`config.mk`:
```
export PLATFORM = sky130hd
export DESIGN_NAME = ex_muldiv_unit_flat
export DESIGN_NICKNAME = d
export VERILOG_FILES = /design/src/rtl/ex_muldiv_unit_if.sv /design/src/rtl/ex_muldiv_unit.sv /design/src/flat_wrapper.sv
export SDC_FILE = /design/constraint.sdc
export NUM_CORES = 1
export LEC_CHECK = 0
export CAP_MARGIN = 40
export CELL_PAD_IN_SITES_DETAIL_PLACEMENT = 0
export CELL_PAD_IN_SITES_GLOBAL_PLACEMENT = 1
export CORE_MARGIN = 5
export CORE_UTILIZATION = 43
export DETAILED_ROUTE_END_ITERATION = 8
export PLACE_DENSITY_LB_ADDON = 0.05
export SETUP_SLACK_MARGIN = 0.02
export SYNTH_ARGS = -nofsm -noshare
export SYNTH_HDL_FRONTEND = slang
export SYNTH_SLANG_ARGS = --single-unit
```
`constraint.sdc`:
```
create_clock -name clk_i -period 7.89 [get_ports clk_i]
set_clock_uncertainty 0.2 [all_clocks]
set_input_delay 1.578 -clock clk_i [delete_from_list [all_inputs] [get_ports clk_i]]
set_output_delay 1.578 -clock clk_i [all_outputs]
set_load 0.03 [all_outputs]
```
`src/rtl/ex_muldiv_unit_if.sv`:
```
// ex_muldiv_unit_if: pipeline-facing control, forwarding and result bus of ex_muldiv_unit.
interface ex_muldiv_unit_if #(
  parameter int XLEN = 32
);
  logic            Start_i;
  logic            Flush_i;
  logic [2:0]      Funct3_i;
  logic [XLEN-1:0] RS1Data_i;
  logic [XLEN-1:0] RS2Data_i;
  logic [XLEN-1:0] MEMFwd_i;
  logic [XLEN-1:0] WBFwd_i;
  logic [1:0]      ForwardA_i;
  logic [1:0]      ForwardB_i;
  logic            Busy_o;
  logic            Done_o;
  logic [XLEN-1:0] Result_o;

  modport master (
    output Start_i, Flush_i, Funct3_i, RS1Data_i, RS2Data_i,
           MEMFwd_i, WBFwd_i, ForwardA_i, ForwardB_i,
    input  Busy_o, Done_o, Result_o
  );

  modport slave (
    input  Start_i, Flush_i, Funct3_i, RS1Data_i, RS2Data_i,
           MEMFwd_i, WBFwd_i, ForwardA_i, ForwardB_i,
    output Busy_o, Done_o, Result_o
  );
endinterface

```
`src/rtl/ex_muldiv_unit.sv`:
```
// ex_muldiv_unit: iterative RV32M multiply/divide (32 shift-add / restoring-divide steps).
// Optional MULDIV_EARLY_OUT_EN: zero-operand ops jump straight from IDLE to DONE.
module ex_muldiv_unit #(
  parameter int XLEN = 32
) (
  input  logic            clk_i,
  input  logic            rst_i,
  ex_muldiv_unit_if.slave bus
);

  typedef enum logic [1:0] {
    ST_IDLE = 2'd0,
    ST_BUSY = 2'd1,
    ST_DONE = 2'd2
  } state_t;

  localparam logic [5:0] ITER_COUNT = 6'd32;

  function automatic logic signed_a_op(input logic [2:0] f3);
    case (f3)
      3'b001, 3'b010, 3'b100, 3'b110: signed_a_op = 1'b1;
      default:                        signed_a_op = 1'b0;
    endcase
  endfunction

  function automatic logic signed_b_op(input logic [2:0] f3);
    case (f3)
      3'b001, 3'b100, 3'b110: signed_b_op = 1'b1;
      default:                signed_b_op = 1'b0;
    endcase
  endfunction

  state_t              state_r, state_nxt_s;
  logic [5:0]          cnt_r;
  logic [2:0]          funct3_r;
  logic [XLEN-1:0]     op_a_r, op_b_r, mag_b_r, result_r;
  logic                neg_a_r, neg_b_r;
  logic [2*XLEN-1:0]   work_r, work_nxt_s, prod_s;
  logic [XLEN-1:0]     sel_a_s, sel_b_s, mag_a_s, mag_b_s, final_s, rem_s;
  logic                neg_a_s, neg_b_s, start_s, div_zero_s;
  logic [XLEN:0]       sum_s, shifted_s, diff_s;
`ifdef MULDIV_EARLY_OUT_EN
  logic                early_s;
  logic [XLEN-1:0]     early_res_s;
`endif

  assign start_s = (state_r == ST_IDLE) && bus.Start_i && !bus.Flush_i;

  // Forwarding muxes: pick each operand from RF, EX/MEM or MEM/WB.
  always_comb begin
    sel_a_s = bus.RS1Data_i;
    sel_b_s = bus.RS2Data_i;
    case (bus.ForwardA_i)
      2'b10:   sel_a_s = bus.MEMFwd_i;
      2'b01:   sel_a_s = bus.WBFwd_i;
      default: sel_a_s = bus.RS1Data_i;
    endcase
    case (bus.ForwardB_i)
      2'b10:   sel_b_s = bus.MEMFwd_i;
      2'b01:   sel_b_s = bus.WBFwd_i;
      default: sel_b_s = bus.RS2Data_i;
    endcase
  end

  // Sign/magnitude split of the selected operands; the core always runs unsigned.
  always_comb begin
    neg_a_s = signed_a_op(bus.Funct3_i) & sel_a_s[XLEN-1];
    neg_b_s = signed_b_op(bus.Funct3_i) & sel_b_s[XLEN-1];
    mag_a_s = neg_a_s ? -sel_a_s : sel_a_s;
    mag_b_s = neg_b_s ? -sel_b_s : sel_b_s;
  end

  // One iteration: work holds {acc_hi, multiplier} or {remainder, dividend/quotient}.
  always_comb begin
    sum_s     = {1'b0, work_r[2*XLEN-1:XLEN]} +
                (work_r[0] ? {1'b0, mag_b_r} : {(XLEN+1){1'b0}});
    shifted_s = work_r[2*XLEN-1:XLEN-1];
    diff_s    = shifted_s - {1'b0, mag_b_r};
    if (funct3_r[2]) begin
      if (!diff_s[XLEN]) begin
        work_nxt_s = {diff_s[XLEN-1:0], work_r[XLEN-2:0], 1'b1};
      end else begin
        work_nxt_s = {shifted_s[XLEN-1:0], work_r[XLEN-2:0], 1'b0};
      end
    end else begin
      work_nxt_s = {sum_s, work_r[XLEN-1:1]};
    end
  end

  // Sign fix-up and RV32M special cases applied to the last iteration's value.
  always_comb begin
    div_zero_s = (op_b_r == {XLEN{1'b0}});
    prod_s     = (neg_a_r ^ neg_b_r) ? -work_nxt_s : work_nxt_s;
    rem_s      = neg_a_r ? -work_nxt_s[2*XLEN-1:XLEN] : work_nxt_s[2*XLEN-1:XLEN];
    case (funct3_r)
      3'b000:                 final_s = prod_s[XLEN-1:0];
      3'b001, 3'b010, 3'b011: final_s = prod_s[2*XLEN-1:XLEN];
      3'b100:  final_s = div_zero_s ? {XLEN{1'b1}} : prod_s[XLEN-1:0];
      3'b101:  final_s = div_zero_s ? {XLEN{1'b1}} : work_nxt_s[XLEN-1:0];
      3'b110:  final_s = div_zero_s ? op_a_r : rem_s;
      3'b111:  final_s = div_zero_s ? op_a_r : work_nxt_s[2*XLEN-1:XLEN];
      default: final_s = {XLEN{1'b0}};
    endcase
  end

`ifdef MULDIV_EARLY_OUT_EN
  // Zero-operand shortcut: result known at start without iterating.
  always_comb begin
    early_s = (sel_b_s == {XLEN{1'b0}}) ||
              ((sel_a_s == {XLEN{1'b0}}) && !bus.Funct3_i[2]);
    if (bus.Funct3_i[2] && (sel_b_s == {XLEN{1'b0}})) begin
      early_res_s = bus.Funct3_i[1] ? sel_a_s : {XLEN{1'b1}};
    end else begin
      early_res_s = {XLEN{1'b0}};
    end
  end
`endif

  // FSM state register.
  always_ff @(posedge clk_i) begin
    if (rst_i) begin
      state_r <= ST_IDLE;
    end else begin
      state_r <= state_nxt_s;
    end
  end

  // FSM next-state logic; flush wins over everything once an op is in flight.
  always_comb begin
    state_nxt_s = state_r;
    case (state_r)
      ST_IDLE: begin
        if (start_s) begin
`ifdef MULDIV_EARLY_OUT_EN
          state_nxt_s = early_s ? ST_DONE : ST_BUSY;
`else
          state_nxt_s = ST_BUSY;
`endif
        end else begin
          state_nxt_s = ST_IDLE;
        end
      end
      ST_BUSY: begin
        if (bus.Flush_i) begin
          state_nxt_s = ST_IDLE;
        end else if (cnt_r == 6'd1) begin
          state_nxt_s = ST_DONE;
        end else begin
          state_nxt_s = ST_BUSY;
        end
      end
      ST_DONE: state_nxt_s = ST_IDLE;
      default: state_nxt_s = ST_IDLE;
    endcase
  end

  // Operand capture at start (forwarded data is not stable while stalled) and iteration.
  always_ff @(posedge clk_i) begin
    if (rst_i) begin
      cnt_r    <= 6'd0;
      funct3_r <= 3'd0;
      op_a_r   <= {XLEN{1'b0}};
      op_b_r   <= {XLEN{1'b0}};
      mag_b_r  <= {XLEN{1'b0}};
      neg_a_r  <= 1'b0;
      neg_b_r  <= 1'b0;
      work_r   <= {(2*XLEN){1'b0}};
      result_r <= {XLEN{1'b0}};
    end else begin
      case (state_r)
        ST_IDLE: begin
          if (start_s) begin
            cnt_r    <= ITER_COUNT;
            funct3_r <= bus.Funct3_i;
            op_a_r   <= sel_a_s;
            op_b_r   <= sel_b_s;
            mag_b_r  <= mag_b_s;
            neg_a_r  <= neg_a_s;
            neg_b_r  <= neg_b_s;
            work_r   <= {{XLEN{1'b0}}, mag_a_s};
`ifdef MULDIV_EARLY_OUT_EN
            if (early_s) begin
              result_r <= early_res_s;
            end
`endif
          end
        end
        ST_BUSY: begin
          if (!bus.Flush_i) begin
            work_r <= work_nxt_s;
            cnt_r  <= cnt_r - 6'd1;
            if (cnt_r == 6'd1) begin
              result_r <= final_s;
            end
          end
        end
        default: begin
        end
      endcase
    end
  end

  assign bus.Busy_o   = start_s || (state_r == ST_BUSY);
  assign bus.Done_o   = (state_r == ST_DONE);
  assign bus.Result_o = result_r;

endmodule

```
`src/flat_wrapper.sv`:
```
// flat-port wrapper written by rule: the top's interface ports become plain ports
module ex_muldiv_unit_flat 
#(
  parameter int XLEN = 32
)
  (clk_i, rst_i, bus_Start_i, bus_Flush_i, bus_Funct3_i, bus_RS1Data_i, bus_RS2Data_i, bus_MEMFwd_i, bus_WBFwd_i, bus_ForwardA_i, bus_ForwardB_i, bus_Busy_o, bus_Done_o, bus_Result_o);
  ex_muldiv_unit_if #(.XLEN(XLEN)) bus_i ();
  input  logic clk_i;
  input  logic rst_i;
  input wire logic [$bits(bus_i.Start_i)-1:0] bus_Start_i;
  input wire logic [$bits(bus_i.Flush_i)-1:0] bus_Flush_i;
  input wire logic [$bits(bus_i.Funct3_i)-1:0] bus_Funct3_i;
  input wire logic [$bits(bus_i.RS1Data_i)-1:0] bus_RS1Data_i;
  input wire logic [$bits(bus_i.RS2Data_i)-1:0] bus_RS2Data_i;
  input wire logic [$bits(bus_i.MEMFwd_i)-1:0] bus_MEMFwd_i;
  input wire logic [$bits(bus_i.WBFwd_i)-1:0] bus_WBFwd_i;
  input wire logic [$bits(bus_i.ForwardA_i)-1:0] bus_ForwardA_i;
  input wire logic [$bits(bus_i.ForwardB_i)-1:0] bus_ForwardB_i;
  output wire logic [$bits(bus_i.Busy_o)-1:0] bus_Busy_o;
  output wire logic [$bits(bus_i.Done_o)-1:0] bus_Done_o;
  output wire logic [$bits(bus_i.Result_o)-1:0] bus_Result_o;
  assign bus_i.Start_i = bus_Start_i;
  assign bus_i.Flush_i = bus_Flush_i;
  assign bus_i.Funct3_i = bus_Funct3_i;
  assign bus_i.RS1Data_i = bus_RS1Data_i;
  assign bus_i.RS2Data_i = bus_RS2Data_i;
  assign bus_i.MEMFwd_i = bus_MEMFwd_i;
  assign bus_i.WBFwd_i = bus_WBFwd_i;
  assign bus_i.ForwardA_i = bus_ForwardA_i;
  assign bus_i.ForwardB_i = bus_ForwardB_i;
  assign bus_Busy_o = bus_i.Busy_o;
  assign bus_Done_o = bus_i.Done_o;
  assign bus_Result_o = bus_i.Result_o;
  ex_muldiv_unit #(.XLEN(XLEN)) u_core (.clk_i(clk_i), .rst_i(rst_i), .bus(bus_i));
endmodule
```
# Word level (Yosys, flattened, before mapping)
# Cells that the tools add are included.
# Widths: inputs -> output; s select.
# word_totals
in_bits,139
out_inout_bits,34
reg_bits,205
word_cells,81
# op_classes
n_eq_ne,20
bitwise,4
addsub,7
reduce_logical,14
n_mux,26
# op_table
operator,n
$mux 64,5
$mux 32,8
$pmux 32 s6,1
$pmux 32 s2,2
$pmux 64 s2,1
$neg 32->32,3
$neg 64->64,1
$add 32x33->33,1
$sub 33x32->33,1
$logic_not 32->1,1
$eq 3x3->1 const B,6
$mux 6,2
$pmux 6 s2,1
$eq 3x2->1 const B,3
$eq 2x1->1 const B,3
$eq 2x2->1 const B,3
$eq 3x1->1 const B,2
$eq 6x1->1 const B,1
$reduce_and 3->1,2
$reduce_or 3->1,2
$sub 6x1->6 const B,1
$mux 2,2
$pmux 2 s2,1
$reduce_or 4->1,1
13 further kinds,17

# Logic depth before layout (Yosys ltp)
# depth
depth_word,7
mapped_depth,24
depth_no_buf,23

# Worst setup path before layout
# OpenSTA, ideal clock, no wires.
# synth_path
path_kind,register -> register
startpoint,reg u_core.work_r[50]
endpoint,reg u_core.result_r[16] (netlist: u_core.bus.Result_o[16])
setup_ns,0.117
slack_ns,2.350
arrival_ns,5.223
n_path_buf,1
stages_incl_launch_ff,21
synth_period_minus_slack_ns,5.540
t_required_ns,7.573
cell_sequence,dfxtp_1 ha_1 buf_2 a21oi_2 o21ai_1 a211oi_2 o31ai_4 o31ai_1 nor2_1 a21oi_1 ha_1 nand3b_1 or4b_2 nor2_1 nand4_1 a211o_1 nor4_1 a31oi_1 xor2_1 a221o_1 a22o_1
# synth_between
elab_chain_cells,7
elab_cells_between_ends,11
cone_classes,add/sub (3); mux (8)
# synth_lines
item,line,text
from (decl),ex_muldiv_unit.sv:38,"logic [2*XLEN-1:0] work_r, work_nxt_s, prod_s;"
from (signal assigned),ex_muldiv_unit.sv:167,work_r <= {(2*XLEN){1'b0}};
from (signal assigned),ex_muldiv_unit.sv:180,"work_r <= {{XLEN{1'b0}}, mag_a_s};"
from (signal assigned),ex_muldiv_unit.sv:190,work_r <= work_nxt_s;
$sub 33x32->33 (*),ex_muldiv_unit.sv:78,"diff_s = shifted_s - {1'b0, mag_b_r};"
$mux 64 (*),ex_muldiv_unit.sv:80,if (!diff_s[XLEN]) begin
$mux 64 (*),ex_muldiv_unit.sv:79,if (funct3_r[2]) begin
$neg 64->64 / $neg 32->32 (equally long branches),"ex_muldiv_unit.sv:93, ex_muldiv_unit.sv:94",
$mux 64 / $mux 32 (equally long branches),"ex_muldiv_unit.sv:93, ex_muldiv_unit.sv:94",
"$mux 32, on equally long branches","ex_muldiv_unit.sv:98, ex_muldiv_unit.sv:100",
$pmux 32 s6 (*),ex_muldiv_unit.sv:95,case (funct3_r)
to (signal assigned),ex_muldiv_unit.sv:168,result_r <= {XLEN{1'b0}};
to (signal assigned),ex_muldiv_unit.sv:193,result_r <= final_s;
to (decl),ex_muldiv_unit.sv:36,"logic [XLEN-1:0] op_a_r, op_b_r, mag_b_r, result_r;"
# Every way passes the cells marked *; elsewhere a longest branch is shown, timed or not.
# A chain may end at the register's enable or synchronous reset.

# Worst setup path after layout
# layout_path
startpoint,reg u_core.mag_b_r[7]
endpoint,reg u_core.result_r[26] (netlist: u_core.bus.Result_o[26])
# layout_between
elab_chain_cells,7
elab_cells_between_ends,13
cone_classes,add/sub (4); mux (9)
# layout_lines
item,line,text
from (decl),ex_muldiv_unit.sv:36,
from (signal assigned),ex_muldiv_unit.sv:164,mag_b_r <= {XLEN{1'b0}};
from (signal assigned),ex_muldiv_unit.sv:177,mag_b_r <= mag_b_s;
$sub 33x32->33 / $mux 32 (equally long branches),"ex_muldiv_unit.sv:78, ex_muldiv_unit.sv:76",
$mux 64 / $add 32x33->33 (equally long branches),"ex_muldiv_unit.sv:80, ex_muldiv_unit.sv:75",
$mux 64 (*),ex_muldiv_unit.sv:79,
$neg 64->64 / $neg 32->32 (equally long branches),"ex_muldiv_unit.sv:93, ex_muldiv_unit.sv:94",
$mux 64 / $mux 32 (equally long branches),"ex_muldiv_unit.sv:93, ex_muldiv_unit.sv:94",
"$mux 32, on equally long branches","ex_muldiv_unit.sv:98, ex_muldiv_unit.sv:100",
$pmux 32 s6 (*),ex_muldiv_unit.sv:95,
# Marks and branches as above.

==> results.json <==
{
  "status": "finished, final reports clean",
  "hold_class": "register to register",
  "overflow": 0,
  "grt_max_degree": 165,
  "setup_tns_ns": 0,
  "reg2reg_slack_ns": 1.11,
  "cp_cell_sequence": "inv_1 -> ha_1 -> o21ai_0 -> a2111oi_0 -> o21a_1 -> o21ai_2 -> a21oi_4 -> nor2_1 -> a21oi_1 -> ha_1 -> nand3b_1 -> or4b_2 -> nor3_1 -> buf_4 -> nand3_1 -> nor2_1 -> nand3_1 -> nor4_1 -> a21oi_1 -> a311oi_1",
  "p_total_w": 0.003839,
  "die_h_um": 223.5,
  "drt_iter0_markers": 3035,
  "ctsHoldBuffers": 0,
  "critical_path_required_ns": 8.18,
  "critPathTopFamily": "simple AND/OR/NAND/NOR gates",
  "insertion_delay_ns": 0.58,
  "grt_pass1_wl_um": 142500,
  "post-route-util": 0.5084,
  "path_class": "register to register",
  "wl_per_cell_um": 27.29,
  "synth.net_count": 3053,
  "fin_ws_ns": 1.114,
  "ctsResizeCount": 0,
  "yosysSeqAreaShare": 0.2083,
  "cts-htree-levels": 1,
  "cts.sinks": 204,
  "crit_slowest_cell": "or4b_2",
  "rsz0062_at_grt": "false",
  "gp_congestion": 1.052,
  "die_width_um": 223.5,
  "initial_core_util": 0.4329,
  "drive_gt1_frac": 0.06214,
  "dieArea_sq_mm": 0.04996,
  "synth_flop_cell": "dfxtp_1",
  "synth_edf_count": 0,
  "dp_slack_ns": 1.356,
  "cpPeakStageDelay_ns": 0.81,
  "grt_pass1_vias": 21940,
  "synth_seq_cells": 204,
  "dpl.hpwl_um": 75260,
  "dr.pass1.iters": 6,
  "netlist_area_sq_mm": 0.01961,
  "synth-async-reset-ratio": 0,
  "relSlewSlack": 0.3206,
  "crit_arrival_ns": 7.06,
  "fillCellCount": 4629,
  "num_vias": 23410,
  "post_cts.repair.setup_buffers": 0,
  "areaGrowthSynthToFinish_pct": 17.44,
  "core_area_sq_mm": 0.04528,
  "min_period_ns": 6.776,
  "ctsRootBufferMaster": "clkbuf_16",
  "diodes": 0,
  "syn_inst": 2838,
  "yosysWarnings": 0,
  "maxCapViolCount": 0,
  "end_kind": "register",
  "fin_nets": 3139,
  "cts_tree": "built",
  "std_cell_rows": 78,
  "synth.distinct_cells": 95,
  "numCtsBuffers": 27,
  "antenna_left": 0,
  "drv_slew": 0,
  "clock.fmax_mhz": 147.6,
  "period_share": 0.8588,
  "viasPerCell": 6.605,
  "drcViolationCount": 0,
  "path_max_fanout": 22,
  "setup_violations": 0,
  "track_usage": 0.3676,
  "port_buffers": 172,
  "leakagePower_nw": 8.772,
  "tightest_slew_ns": 1.019,
  "antenna_found_initial": 0,
  "cts.reportedPaths.clkPinSlew_ns": 0.06,
  "p_per_area_mw_per_mm2": 166.8,
  "ioPinCount": 173,
  "cp_num_buf_inv": 2,
  "start_kind": "register",
  "ir_worst_vdd_uv": 151.2,
  "wl_um": 96750,
  "finalHoldViolCount": 0,
  "avgSynthCellArea_sq_um": 6.908,
  "whs_ns": 0.2432,
  "clockBufferDepth": 3
}
==> report_power, final <==
group	switching, W	internal, W	leakage, nW
clock network	0.000527	0.000873	0.492
registers	0.0000599	0.00108	1.66
logic	0.000865	0.000436	6.62
total	0.00145	0.00239	8.77
==> area by class of cell <==
| cell class | count | area, sq um | area share |
|---|---|---|---|
| multi-input combinational | 2362 | 14530 | 0.6309 |
| clock buffer | 39 | 810.8 | 0.03522 |
| tap | 600 | 750.7 | 0.03261 |
| clock inverter | 11 | 190.2 | 0.008260 |
| timing repair buffer | 252 | 2369 | 0.1029 |
| inverter | 77 | 289.0 | 0.01255 |
| sequential | 204 | 4088 | 0.1775 |
==> synthesized netlist by cell type, drive strengths merged (36+ instances only) <==
cell type    n  area, sq um
clkbuf     162        608.1
nor3        57        307.8
inv         75        281.5
nand2      282         1061
xnor2       95        832.1
mux2i       53        530.5
o211ai      39        292.8
nand3       61        305.3
a22oi       71        533.0
xor2        61        534.3
ha          74        925.9
o21ai      186        938.4
nor2       411         1545
a31oi       56        350.3
a221o       36        360.4
a211oi      66        505.5
a21oi      306         1550
nor4        37        237.7
dfxtp      204         4084
and2        48        300.3
==> worst min-delay path: stages, from the launching register on <==
cell	delay, ns
dfxtp_1	0.31
nand2_1	0.05
nand2_1	0.04
==> final timing paths <==
kind,from,cells after the start,endpoint
setup reg to reg,u_core.mag_b_r[7],20,u_core.bus.Result_o[26]
setup / recovery,u_core.mag_b_r[7],20,u_core.bus.Result_o[26]
hold reg to reg,u_core.bus.Result_o[3],2,u_core.bus.Result_o[3]
hold / removal,u_core.bus.Result_o[3],2,u_core.bus.Result_o[3]
==> flip-flops by register name (all words and copies together), names as in the netlist <==
name / flops
u_core.mag_b_r: 32
u_core.state_r: 2
u_core.op_a_r: 32
u_core.neg_a_r: 1
u_core.op_b_r: 31
u_core.neg_b_r: 1
u_core.cnt_r: 6
u_core.funct3_r: 3
u_core.work_r: 64
u_core.bus.Result_o: 32
==> cell families after synthesis <==
family	after synthesis	synth area share
and+or+nand+nor	1073	0.2544
AOI/OAI and AO/OA	994	0.3316
buffers and inverters	272	0.05393
DFF	204	0.2083
xor gates and xnor gates	156	0.06969
adders and majority gates	76	0.04927
muxes	63	0.03280
==> per-stage QoR <==
stage                     std cells  area [sq um]
after floorplan                2838         19610
after global placement         3484         21910
after detailed placement       3493         22010
after CTS                      3543         23010
after global routing           3545         23020
final                          3545         23020
==> cells in the final DEF (no fill, tap or decap), types with 11 or more instances in the layout <==
cell type	Yosys	layout
a211o_1	13	13
a211oi_1	64	64
a21o_1	31	31
a21oi_1	303	303
a221o_1	36	36
a221oi_1	23	23
a22oi_1	71	71
a31oi_1	56	56
and2_1	48	48
and3_1	27	27
buf_4	4	71
clkbuf_16	0	27
clkdlybuf4s50_1	0	171
dfxtp_1	204	203
ha_1	74	73
inv_1	75	75
mux2i_1	53	53
nand2_1	281	281
nand2b_1	15	15
nand3_1	61	61
nand4_1	29	29
nor2_1	410	405
nor2b_1	21	21
nor3_1	55	53
nor4_1	36	36
o211ai_1	39	39
o21a_1	16	16
o21ai_0	172	172
o21ai_1	12	12
o221ai_1	11	11
o22ai_1	14	14
o31ai_1	20	20
or3_1	26	25
or4_1	12	12
xnor2_1	95	94
xor2_1	61	60
==> metal layers <==
| metal | share of wire | routed length (um) | up-vias | global-route usage |
|---|---|---|---|---|
| met5 | 0 | 0 | - | 0 |
| met3 | 0.11 | 10580 | 231 | 0.08789 |
| li1 | - | - | 10620 | - |
| met1 | 0.42 | 40360 | 11110 | 0.5015 |
| met2 | 0.42 | 40780 | 1449 | 0.5544 |
| met4 | 0.052 | 5029 | 0 | 0.1595 |
(Power assumes the default switching activity.)
